File: src/rtl/decode_stage.sv
// RV32I decode stage: combinational decode of instr_i registered into a
// 2-entry output buffer (output + skid) so instr_ready_o is a flop output.
module decode_stage #(
  parameter int XLEN = 32
) (
  input  logic            clk_i,
  input  logic            rst_i,
  input  logic            flush_i,
  input  logic            instr_valid_i,
  output logic            instr_ready_o,
  input  logic [XLEN-1:0] instr_i,
  input  logic [XLEN-1:0] pc_i,
  output logic            dec_valid_o,
  input  logic            dec_ready_i,
  output logic [XLEN-1:0] pc_o,
  output logic [2:0]      funct3_o,
  output logic [6:0]      funct7_o,
  output logic [4:0]      rs1_addr_o,
  output logic [4:0]      rs2_addr_o,
  output logic [4:0]      rd_addr_o,
  output logic [XLEN-1:0] imm_o,
  output logic            use_imm_o,
  output logic            rd_we_o,
  output logic            illegal_o
);

  typedef enum logic [1:0] {EMPTY, HOLD1, HOLD2} state_e;

  typedef struct packed {
    logic [XLEN-1:0] pc;
    logic [2:0]      f3;
    logic [6:0]      f7;
    logic [4:0]      rs1;
    logic [4:0]      rs2;
    logic [4:0]      rd;
    logic [XLEN-1:0] imm;
    logic            use_imm;
    logic            rd_we;
    logic            illegal;
  } bundle_t;

  state_e  state_q, state_d;
  logic    ready_q, ready_d;
  bundle_t out_q, out_d;
  bundle_t skid_q, skid_d;
  bundle_t dec;

  logic [6:0] opcode;
  logic [2:0] f3;
  logic [6:0] f7;
  logic is_r, is_i, is_s, is_b, is_u, is_j, is_opimm;
  logic accept, take;

  assign opcode = instr_i[6:0];
  assign f3     = instr_i[14:12];
  assign f7     = instr_i[31:25];

  always_comb begin
    is_r = 1'b0; is_i = 1'b0; is_s = 1'b0;
    is_b = 1'b0; is_u = 1'b0; is_j = 1'b0;
    case (opcode)
      7'b0110011:                         is_r = 1'b1;
      7'b0010011, 7'b0000011, 7'b1100111: is_i = 1'b1;
      7'b0100011:                         is_s = 1'b1;
      7'b1100011:                         is_b = 1'b1;
      7'b0110111, 7'b0010111:             is_u = 1'b1;
      7'b1101111:                         is_j = 1'b1;
      default: ;
    endcase
  end

  assign is_opimm = (opcode == 7'b0010011);

  always_comb begin
    dec     = '0;
    dec.pc  = pc_i;
    // Every listed opcode ends in 2'b11, so an unknown opcode also covers instr[1:0] != 11.
    dec.illegal = !(is_r | is_i | is_s | is_b | is_u | is_j);
    if (is_r) begin
      if (f7 != 7'b0000000 && f7 != 7'b0100000) dec.illegal = 1'b1;
      if (f7 == 7'b0100000 && f3 != 3'b000 && f3 != 3'b101) dec.illegal = 1'b1;
    end
    if (is_opimm) begin
      if (f3 == 3'b001 && f7 != 7'b0000000) dec.illegal = 1'b1;
      if (f3 == 3'b101 && f7 != 7'b0000000 && f7 != 7'b0100000) dec.illegal = 1'b1;
    end

    if (is_r) begin
      dec.f3 = f3;
      dec.f7 = f7;
    end else if (is_opimm) begin
      dec.f3 = f3;
      dec.f7 = (f3 == 3'b101) ? f7 : 7'b0000000;
    end else if (is_b) begin
      dec.f3 = f3;
      dec.f7 = 7'b0100000;
    end

    if (is_i)
      dec.imm = {{20{instr_i[31]}}, instr_i[31:20]};
    else if (is_s)
      dec.imm = {{20{instr_i[31]}}, instr_i[31:25], instr_i[11:7]};
    else if (is_b)
      dec.imm = {{19{instr_i[31]}}, instr_i[31], instr_i[7], instr_i[30:25], instr_i[11:8], 1'b0};
    else if (is_u)
      dec.imm = {instr_i[31:12], 12'b0};
    else if (is_j)
      dec.imm = {{11{instr_i[31]}}, instr_i[31], instr_i[19:12], instr_i[20], instr_i[30:21], 1'b0};

    dec.rs1     = (is_r | is_i | is_s | is_b) ? instr_i[19:15] : 5'd0;
    dec.rs2     = (is_r | is_s | is_b) ? instr_i[24:20] : 5'd0;
    dec.rd      = (is_r | is_i | is_u | is_j) ? instr_i[11:7] : 5'd0;
    dec.use_imm = is_i | is_s | is_u | is_j;
    dec.rd_we   = (dec.rd != 5'd0) & (is_r | is_i | is_u | is_j) & !dec.illegal;
  end

  assign accept = instr_valid_i & ready_q;
  assign take   = (state_q != EMPTY) & dec_ready_i;

  always_comb begin
    state_d = state_q;
    out_d   = out_q;
    skid_d  = skid_q;
    // Flush wins: a same-cycle take has already completed, an offered instruction is dropped.
    if (flush_i) begin
      state_d = EMPTY;
    end else begin
      case (state_q)
        EMPTY: if (accept) begin
          state_d = HOLD1;
          out_d   = dec;
        end
        HOLD1: begin
          if (accept && take) begin
            out_d = dec;
          end else if (accept) begin
            state_d = HOLD2;
            skid_d  = dec;
          end else if (take) begin
            state_d = EMPTY;
          end
        end
        HOLD2: if (take) begin
          state_d = HOLD1;
          out_d   = skid_q;
        end
        default: state_d = EMPTY;
      endcase
    end
    ready_d = (state_d != HOLD2);
  end

  always_ff @(posedge clk_i or posedge rst_i) begin
    if (rst_i) begin
      state_q <= EMPTY;
      ready_q <= 1'b1;
      out_q   <= '0;
      skid_q  <= '0;
    end else begin
      state_q <= state_d;
      ready_q <= ready_d;
      out_q   <= out_d;
      skid_q  <= skid_d;
    end
  end

  assign instr_ready_o = ready_q;
  assign dec_valid_o   = (state_q != EMPTY);
  assign pc_o          = out_q.pc;
  assign funct3_o      = out_q.f3;
  assign funct7_o      = out_q.f7;
  assign rs1_addr_o    = out_q.rs1;
  assign rs2_addr_o    = out_q.rs2;
  assign rd_addr_o     = out_q.rd;
  assign imm_o         = out_q.imm;
  assign use_imm_o     = out_q.use_imm;
  assign rd_we_o       = out_q.rd_we;
  assign illegal_o     = out_q.illegal;

endmodule

File: config.mk
export PLATFORM = sky130hd
export DESIGN_NAME = decode_stage
export DESIGN_NICKNAME = d
export VERILOG_FILES = /design/src/rtl/decode_stage.sv
export SDC_FILE = /design/constraint.sdc
export NUM_CORES = 1
export LEC_CHECK = 0
export CAP_MARGIN = 25
export CORE_MARGIN = 10
export CORE_UTILIZATION = 68
export DETAILED_ROUTE_END_ITERATION = 6
export DONT_BUFFER_PORTS = 1
export PLACE_DENSITY = 0.84
export REMOVE_ABC_BUFFERS = 1
export SLEW_MARGIN = 20
export SYNTH_ARGS = -nofsm -noshare
export SYNTH_HDL_FRONTEND = slang
export SYNTH_SLANG_ARGS = --single-unit
export TNS_END_PERCENT = 10
File: constraint.sdc
create_clock -name clk_i -period 10.54 [get_ports clk_i]
set_clock_uncertainty 0.05 [all_clocks]
set_input_delay 0 -clock clk_i [delete_from_list [all_inputs] [get_ports clk_i]]
set_output_delay 0 -clock clk_i [all_outputs]
set_load 0.01 [all_outputs]
Word-level counts from Yosys, hierarchy flattened --
Index checks and enable logic that the tools add are counted.
Storage, ports and cells: logic and storage cells 114, register bits 187
Cells by class: bitwise logic cells 18, multiplexer cells 35, reduce and logical (&&, ||, !) cells 19, equality and inequality tests 20
Operators with widths (number):
- 2-to-1 mux 92 bit | 3
- case mux 92 bit (3 select lines) | 1
- 2-to-1 mux 32 bit | 5
- 2-to-1 mux 10 bit | 3
- equality test 7 x 6 -> 1 bit, second input constant | 4
- equality test 7 bit, second input constant | 3
- 2-to-1 mux 5 bit | 3
- equality test 7 x 5 -> 1 bit, second input constant | 2
- 2-to-1 mux 1 bit | 12
- 2-to-1 mux 2 bit | 6
- OR 1 bit | 12
- inequality test 2 bit, second input constant | 4
- equality test 7 x 2 -> 1 bit, second input constant | 1
- logical AND 1 bit | 7
- 2-to-1 mux 7 bit | 1
- inequality test 7 x 6 -> 1 bit, second input constant | 1
- nonzero test 7 bit | 1
- case mux 2 bit (3 select lines) | 1
- nonzero test 3 bit | 2
- AND reduction 5 bit | 1
- nonzero test 5 bit | 1
- bitwise AND 1 bit | 4
- AND reduction 4 bit | 1
- equality test 3 x 1 -> 1 bit, second input constant | 1
- 10 further kinds | 12

Depth between registers and ports, before layout --
Gate-level depths: netlist of the first run.
depth after elaboration 19, depth in mapped cells 8

Worst setup path before layout of the first run --
OpenSTA, ideal clock, no wires.
path kind reg-to-reg, start point register ready_q, in the netlist instr_ready_o, end point register out_q (netlist bit imm_o[12]), stages on the path, launching flop included 8, clock period less this slack 1.898 ns, data arrival time 1.724 ns, slack 8.642 ns, cell sequence dfstp_2 -> nand2_1 -> or3_4 -> a21oi_2 -> buf_6 -> buf_8 -> mux2i_1 -> a211o_1
Between the ends: cells in the longest elaborated chain, start to end 4
Ends and longest elaborated chain:
- start, declared | RTL line 43 | logic ready_q, ready_d;
- start signal, assigned | RTL line 161 | ready_q <= ready_d;
- bitwise AND 1 bit * | RTL line 117 | assign accept = instr_valid_i & ready_q;
- logical AND 1 bit | RTL line 134 | if (accept && take) begin
- inequality test 2 bit (no line)
- AND reduction 5 bit (no line) *
- end signal, assigned | RTL line 162 | out_q <= out_d;
- end, declared | RTL line 44 | bundle_t out_q, out_d;
Every way passes the cells marked *; elsewhere a longest branch is shown, timed or not. A chain may end at the register's enable or synchronous reset.

Worst setup path in the final report of the first run --
start point register state_q[1], end point register out_q (netlist bit funct7_o[5])
Between the ends: cells in the longest elaborated chain, start to end 5
Ends and longest elaborated chain:
- start, declared | RTL line 42 | state_e state_q, state_d;
- start signal, assigned | RTL line 160 | state_q <= state_d;
- nonzero test 2 bit | RTL line 118 | assign take = (state_q != EMPTY) & dec_ready_i;
- bitwise AND 1 bit | RTL line 118
- logical AND 1 bit | RTL line 134
- inequality test 2 bit (no line)
- AND reduction 5 bit (no line)
Parallel ways exist; a longest one is shown, timed or not.

==> flow_summary_export.csv, run 1 <==
group,metric,value,unit
pwr,p_comb_share,12.5,%
critical_path,crit_slowest_cell,"buf_4",
global_routing,grt_overflow,0,
cells_and_area,fin_util,80.9,%
yosys,synth_edf_count,0,
yosys,yosys.area.top_type,"dfrtp_1",
clock_tree,cts_inserted_buffers,17,
critical_path,r2r_setup_slack,6.62,ns
yosys,syn-cell-area,8490,sq um
floorplan,initial_core_util,70.1,%
critical_path,critPathTopFamily,"buffers and inverters",
critical_path,cp_max_fo,94,
sta,tightest_slew,1.06,ns
sta,rsz0062_at_grt,"no",
global_routing,met1_usage,32.3,%
worst_hold_path,holdPathStages,3,
yosys,synth_top_area_share,54.8,%
worst_hold_path,hold_end,"skid_q[0]",
yosys,synthArstFlopShare,100,%
global_routing,grt_use_met2,46.0,%
pwr,internal-power,1.29,mW
critical_path,crit_top_cell,"buf_4",
global_routing,grt_pass1_wl,39.9,mm
critical_path,cp-start-kind,"register",
critical_path,cp-end-kind,"register",
floorplan,fp.dieW,132,microns
cells_and_area,area_delta_synth_final,15.5,%
critical_path,path_cells,"nor2b_4 > buf_4 > nand2_1 > a21oi_4 > buf_4 > buf_4 > nand2_2 > o211ai_1",
routing,drtIter0Drc,888,
placement,dpl_cell_area,8460,sq um
cells_and_area,mostFrequentLayoutCell,"nand2_1",
pwr,power_density,183,nW/um^2
clock_tree,cts_resized,0,
routing,drtAntennaViolNets,0,
global_routing,grt-busiest-layer,"met2",
critical_path,worstPathArrival,4.20,ns
yosys,avgSynthCellArea,8.70,sq um
yosys,ys_ff_latch,187,
critical_path,worstPathRequired,10.82,ns
cells_and_area,fin_nets,1073,
placement,port_buffers,0,
routing,vias,7514,
clock_tree,clkSinkCount,187,
routing,routed_wl,24.5,mm
placement,finalWeightedCongestion,0.953,
yosys,yosys.cell_types.count,58,
worst_hold_path,min_path_type,"in -> reg",
sta,setup_slack,6.62,ns
sta,final_max_slew_viol_count,0,
yosys,yosysWarnings,0,
global_routing,first_global_vias,7425,
clock_tree,cts-root-buf,"clkbuf_16",
yosys,synthCells,975,
cells_and_area,layout-drive-gt1-share,5.42,%
pwr,swShare,28.0,%
routing,first_pass_iters,5,
global_routing,grt_max_degree,101,
pwr,p_sw,0.501,mW
cells_and_area,mostFrequentLayoutCells,"278 x nand2_1, 186 x dfrtp_1, 92 x a21oi_1",
pwr,ir_drop,102,uV
flow_run,maxCapViolCount,0,
worst_hold_path,hp-start,"instr_i[4]",
global_routing,use_met3,10.6,%
sta,setup_viol,0,
sta,finalCriticalPeriod,3.92,ns
pwr,p_leak,4.52,nW
pwr,power_frac_clock,35.2,%
placement,dp_hpwl,14.3,mm
critical_path,r2r_start,"state_q[1]",
sta,period_share,37.2,%
yosys,ys.flop_type,"dfrtp_1",
yosys,synthTopCellsByArea,"dfrtp_1 55%, nand2_1 12%, a21oi_1 5.4%, nand3_1 4.8%, nor2_1 3.9%",
pwr,seqPwrFrac,52.4,%
sta,fmax,255,MHz
floorplan,die_area,17300,sq um
routing,drc_errors,0,
cells_and_area,design_area,9800,sq um
global_routing,grt_antenna_before_repair,1,
cells_and_area,fill_cells,774,
routing,avgRoutedWirePerCell,20.6,microns
critical_path,worstSetupPathType,"reg -> reg",
critical_path,crit_buf_inv,3,
critical_path,reg2reg_depth,8,
routing,vias_per_cell,6.34,
status,status,"complete, no violations",
yosys,ys_seq_area_share,55.2,%
sta,tns,0,ns
floorplan,core_area,12100,sq um
global_routing,track_usage,28.0,%
floorplan,die_y,132,microns
clock_tree,path_clk_slew,0.07,ns
floorplan,num_io_pins,163,
floorplan,rows,40,
critical_path,worst_path_largest_cell_delay,0.84,ns
sta,finalHoldViolCount,0,
sta,relSlewSlack,29.3,%
clock_tree,cts.path.max_buffers,2,
critical_path,r2r-end,"funct7_o[5]",
placement,post-place-ws,6.73,ns
clock_tree,clock_latency,0.42,ns
clock_tree,tritoncts,"built",
clock_tree,h-tree-depth,4,
-- sequential cells by signal, indices dropped and copies added, names as in the netlist --
name,cells
skid_q,92
imm_o,32
pc_o,32
funct7_o,7
rd_addr_o,5
rs1_addr_o,5
rs2_addr_o,5
funct3_o,3
state_q,2
illegal_o,1
instr_ready_o,1
rd_we_o,1
use_imm_o,1
-- worst max path at each step --
stage / slack [ns] / start / depth (start not counted) / endpoint
2_1_floorplan: 2.55 / state_q[1] / 5 / funct7_o[5]
3_3_place_gp: 6.85 / state_q[1] / 8 / use_imm_o
3_5_place_dp: 6.73 / state_q[1] / 8 / imm_o[24]
4_1_cts: 6.71 / state_q[1] / 8 / imm_o[24]
5_1_grt: 6.39 / state_q[1] / 8 / funct7_o[5]
6_report: 6.62 / state_q[1] / 8 / funct7_o[5]
-- layer usage --
metal | up-vias | wire (microns)
met2 | 499 | 11800
met4 | 0 | 769
li1 | 3347 | -
met3 | 74 | 3030
met1 | 3594 | 8880
met5 | - | 0
-- tightest hold or removal path: stages --
cell      delay (ns)
nand2b_1        0.18
o22ai_1         0.13
o21ai_0         0.14
-- logic make-up (layout without fill, tap and decap cells) --
family                 count (synthesis)  count (layout)  share of synthesized area [%]
buffers and inverters                 86             126                           4.85
other                                  0               2                              0
AO/OA/AOI/OAI                        206             206                           14.5
flip-flops                           187             187                           55.2
multiplexers                          10              10                           1.18
XOR/XNOR                               1               1                          0.103
AND/OR/NAND/NOR                      485             485                           24.2
-- power by group through the flow --
stage                     clock network, mW  logic (mW)  registers, mW
final                                 0.629       0.223          0.937
after global routing                  0.667       0.252          0.950
after CTS                             0.634       0.218          0.936
after detailed placement                  0       0.184          0.948
after global placement                    0       0.170          0.942
after floorplan                           0       0.148          0.917
-- cells in the mapped netlist, types with 10 or more instances --
master,instances
inv_1,15
nor2_1,89
nand3_1,81
o22ai_1,13
dfrtp_1,186
a21oi_1,92
clkbuf_1,43
o21ai_0,23
mux2i_1,10
nand2_1,279
buf_2,14
a31oi_1,37
-- timing repair --
item,CTS,global route
hold endpoints to repair,286,0
hold buffers,72,0
setup buffers,0,0
-- cell type report --
type | instances | area [sq um] | share of cell area, %
Tap cell | 168 | 210 | 2.14
Sequential cell | 187 | 4680 | 47.7
Clock buffer | 23 | 488 | 4.98
Inverter | 15 | 63.8 | 0.651
Multi-Input combinational cell | 702 | 3440 | 35.1
Antenna cell | 2 | 5.00 | 0.0511
Clock inverter | 7 | 90.1 | 0.919
Timing Repair Buffer | 81 | 828 | 8.45
-- through the flow --
step                      cells  hold slack (ns)  power, mW
after global routing       1184           0.0622       1.87
after floorplan             904           0.0156       1.07
after detailed placement   1080          -0.0459       1.13
final                      1185           0.0170       1.79
after CTS                  1182          0.00154       1.79
after global placement     1079          -0.0533       1.11
No activity file was read; power rests on OpenSTA's default activity.
==> run 2: changes to the inputs <==
Settings changed: ABC_AREA from default to 1, CORE_UTILIZATION 68 to 63, PLACE_DENSITY 0.84 to 0.79.
Clock period 10.54 ns to 3.7 ns, I/O delays scaled along.
==> run 2 against run 1 <==
Compared with the run above: flip-flop and latch count did not move; synthesized cell count rose by 8.5%; wire length fell by 14%; sequential power rose to 2.8 times the previous value; global-route usage fell by 5.2 points; area after synthesis fell by 0.56%; sequential share of layout area rose by 0.26 points; critical path depth fell by 2; worst hold slack improved by 0.0076 ns; clock power rose to 2.9 times the previous value; largest cell class unchanged; largest power group unchanged.
==> flow_summary_export.csv, run 2 <==
group,metric,value,unit
status,status,"complete, no violations",
yosys,synthArstFlopShare,100,%
critical_path,crit_top_cell,"o21ai_0",
global_routing,use_met3,7.34,%
yosys,yosysWarnings,0,
critical_path,path_cells,"nand2_1 > a21oi_1 > nand2_4 > inv_1 > o21ai_0 > o21ai_0",
clock_tree,clkSinkCount,187,
sta,setup_viol,0,
routing,drtAntennaViolNets,0,
placement,dp_hpwl,13.1,mm
pwr,power_density,514,nW/um^2
cells_and_area,area_delta_synth_final,15.5,%
sta,rsz0062_at_grt,"no",
routing,drtIter0Drc,636,
yosys,synth_edf_count,0,
critical_path,worstPathArrival,2.60,ns
global_routing,grt_antenna_before_repair,1,
clock_tree,cts.path.max_buffers,2,
critical_path,crit_end,"rs1_addr_o[0]",
critical_path,worstSetupPathType,"reg -> reg",
routing,routed_wl,21.1,mm
floorplan,core_area,13200,sq um
yosys,synthCells,1058,
cells_and_area,design_area,9750,sq um
global_routing,grt_max_degree,134,
global_routing,met1_usage,30.5,%
placement,finalWeightedCongestion,0.828,
placement,post-place-ws,1.44,ns
critical_path,cp_max_fo,55,
yosys,ys.flop_type,"dfrtp_1",
placement,placed_cells,1181,
sta,final_max_slew_viol_count,0,
clock_tree,path_clk_slew,0.07,ns
critical_path,worst_path_largest_cell_delay,0.56,ns
sta,holdWs,0.0246,ns
global_routing,grt_use_met2,34.1,%
global_routing,grt-busiest-layer,"met2",
critical_path,cp-end-kind,"register",
pwr,p_leak,4.89,nW
sta,setup_slack,1.39,ns
routing,drc_errors,0,
clock_tree,h-tree-depth,4,
yosys,yosys.cell_types.count,26,
yosys,synthTopCellsByArea,"dfrtp_1 55%, nand2_1 15%, o21ai_0 13%, inv_1 4.4%, a21oi_1 3.6%",
critical_path,crit_start,"instr_ready_o",
critical_path,r2r-end,"rs1_addr_o[0]",
routing,first_pass_iters,5,
cells_and_area,fin_util,73.9,%
clock_tree,cts-root-buf,"clkbuf_16",
yosys,synth_top_area_share,55.2,%
floorplan,num_io_pins,163,
yosys,ys_seq_area_share,55.5,%
worst_hold_path,hp-start,"instr_i[30]",
routing,avgRoutedWirePerCell,16.5,microns
routing,vias,7085,
sta,fmax,434,MHz
critical_path,worstPathRequired,3.99,ns
critical_path,crit_slowest_cell,"dfstp_2",
global_routing,grt_pass1_wl,33.9,mm
sta,period_share,62.3,%
floorplan,fp.dieW,136,microns
sta,tns,0,ns
yosys,yosysMostFrequentCell,"nand2_1",
global_routing,track_usage,22.8,%
cells_and_area,fin_nets,1159,
placement,port_buffers,0,
yosys,ys_ff_latch,187,
cells_and_area,largest_reg_flops,92,
sta,finalHoldViolCount,0,
flow_run,maxCapViolCount,0,
critical_path,r2r_setup_slack,1.39,ns
yosys,synth_common_cells,"339 x nand2_1, 220 x o21ai_0, 186 x dfrtp_1",
critical_path,crit_buf_inv,1,
clock_tree,clock_latency,0.42,ns
clock_tree,cts_inserted_buffers,17,
floorplan,die_area,18400,sq um
routing,vias_per_cell,5.54,
sta,tightest_slew,0.893,ns
sta,relSlewSlack,40.5,%
yosys,avgSynthCellArea,7.98,sq um
global_routing,first_global_vias,6363,
floorplan,initial_core_util,64.0,%
floorplan,die_y,136,microns
sta,finalCriticalPeriod,2.31,ns
pwr,ir_drop,319,uV
critical_path,reg2reg_depth,6,
critical_path,worst-path-stages,6,
cells_and_area,stdcell_count,1280,
cells_and_area,mostFrequentLayoutCell,"nand2_1",
cells_and_area,mostFrequentLayoutCells,"338 x nand2_1, 220 x o21ai_0, 186 x dfrtp_1",
cells_and_area,layout-drive-gt1-share,5.08,%
clock_tree,tritoncts,"built",
yosys,yosys.area.top_type,"dfrtp_1",
global_routing,grt_overflow,0,
yosys,syn-cell-area,8440,sq um
critical_path,critPathTopFamily,"compound AO/OA/AOI/OAI gates",
worst_hold_path,min_path_type,"in -> reg",
cells_and_area,top_register,"skid_q",
critical_path,r2r_start,"instr_ready_o",
critical_path,cp-start-kind,"register",
floorplan,rows,42,
pwr,total_power,5.02,mW
placement,dpl_cell_area,8500,sq um
run 2: cell types whose count changed after synthesis, sizes merged, moves of 10 or more:
cell / before / now
nand2: 280 / 342
nor2: 89 / 42
a21oi: 93 / 61
o22ai: 13 / 1
o21ai: 29 / 232
mux2i: 10 / 0
inv: 15 / 102
nand3: 81 / 20
a31oi: 37 / 0
run 2: worst min-delay path: stages:
cell	delay [ns]
o211ai_1	0.09
a21oi_1	0.12
nor3_1	0.16
o21ai_0	0.09
run 2: cell families after synthesis:
| group | synth area share, % |
|---|---|
| simple gates | 19.2 |
| compound gates | 17.7 |
| flops | 55.5 |
| buf+inv | 7.66 |
run 2: final cells by class:
type                            count  area (sq um)
Antenna cell                        1          2.50
Clock buffer                       19           443
Clock inverter                     13           141
Fill cell                         968          3440
Inverter                          103           394
Multi-Input combinational cell    708          3130
Sequential cell                   187          4680
Tap cell                          176           220
Timing Repair Buffer               73           738
run 2: worst min path at each step:
stage,end,cells past startpoint
floorplan,skid_q[60],2
global placement,pc_o[28],1
detailed placement,pc_o[25],1
CTS,illegal_o,4
global route,skid_q[0],4
finish,illegal_o,4
run 2: timing repair:
action / 4_1_cts / 5_1_grt
endpoints found under the hold margin: 314 / 0
buffers inserted: 0 / 0
hold buffers: 66 / 0
resized for setup: 0 / 0
run 2: routing by layer:
metal / wire length (microns) / vias to the layer above
met5: 0 / -
met4: 352 / 0
met3: 1840 / 22
met2: 9830 / 247
met1: 9070 / 3381
li1: - / 3435
run 2: power breakdown:
group | leakage (nW) | switching (mW) | internal (mW)
clock | 0.280 | 0.787 | 1.02
combinational | 2.17 | 0.387 | 0.222
sequential | 2.44 | 0.219 | 2.38
total | 4.89 | 1.39 | 3.62
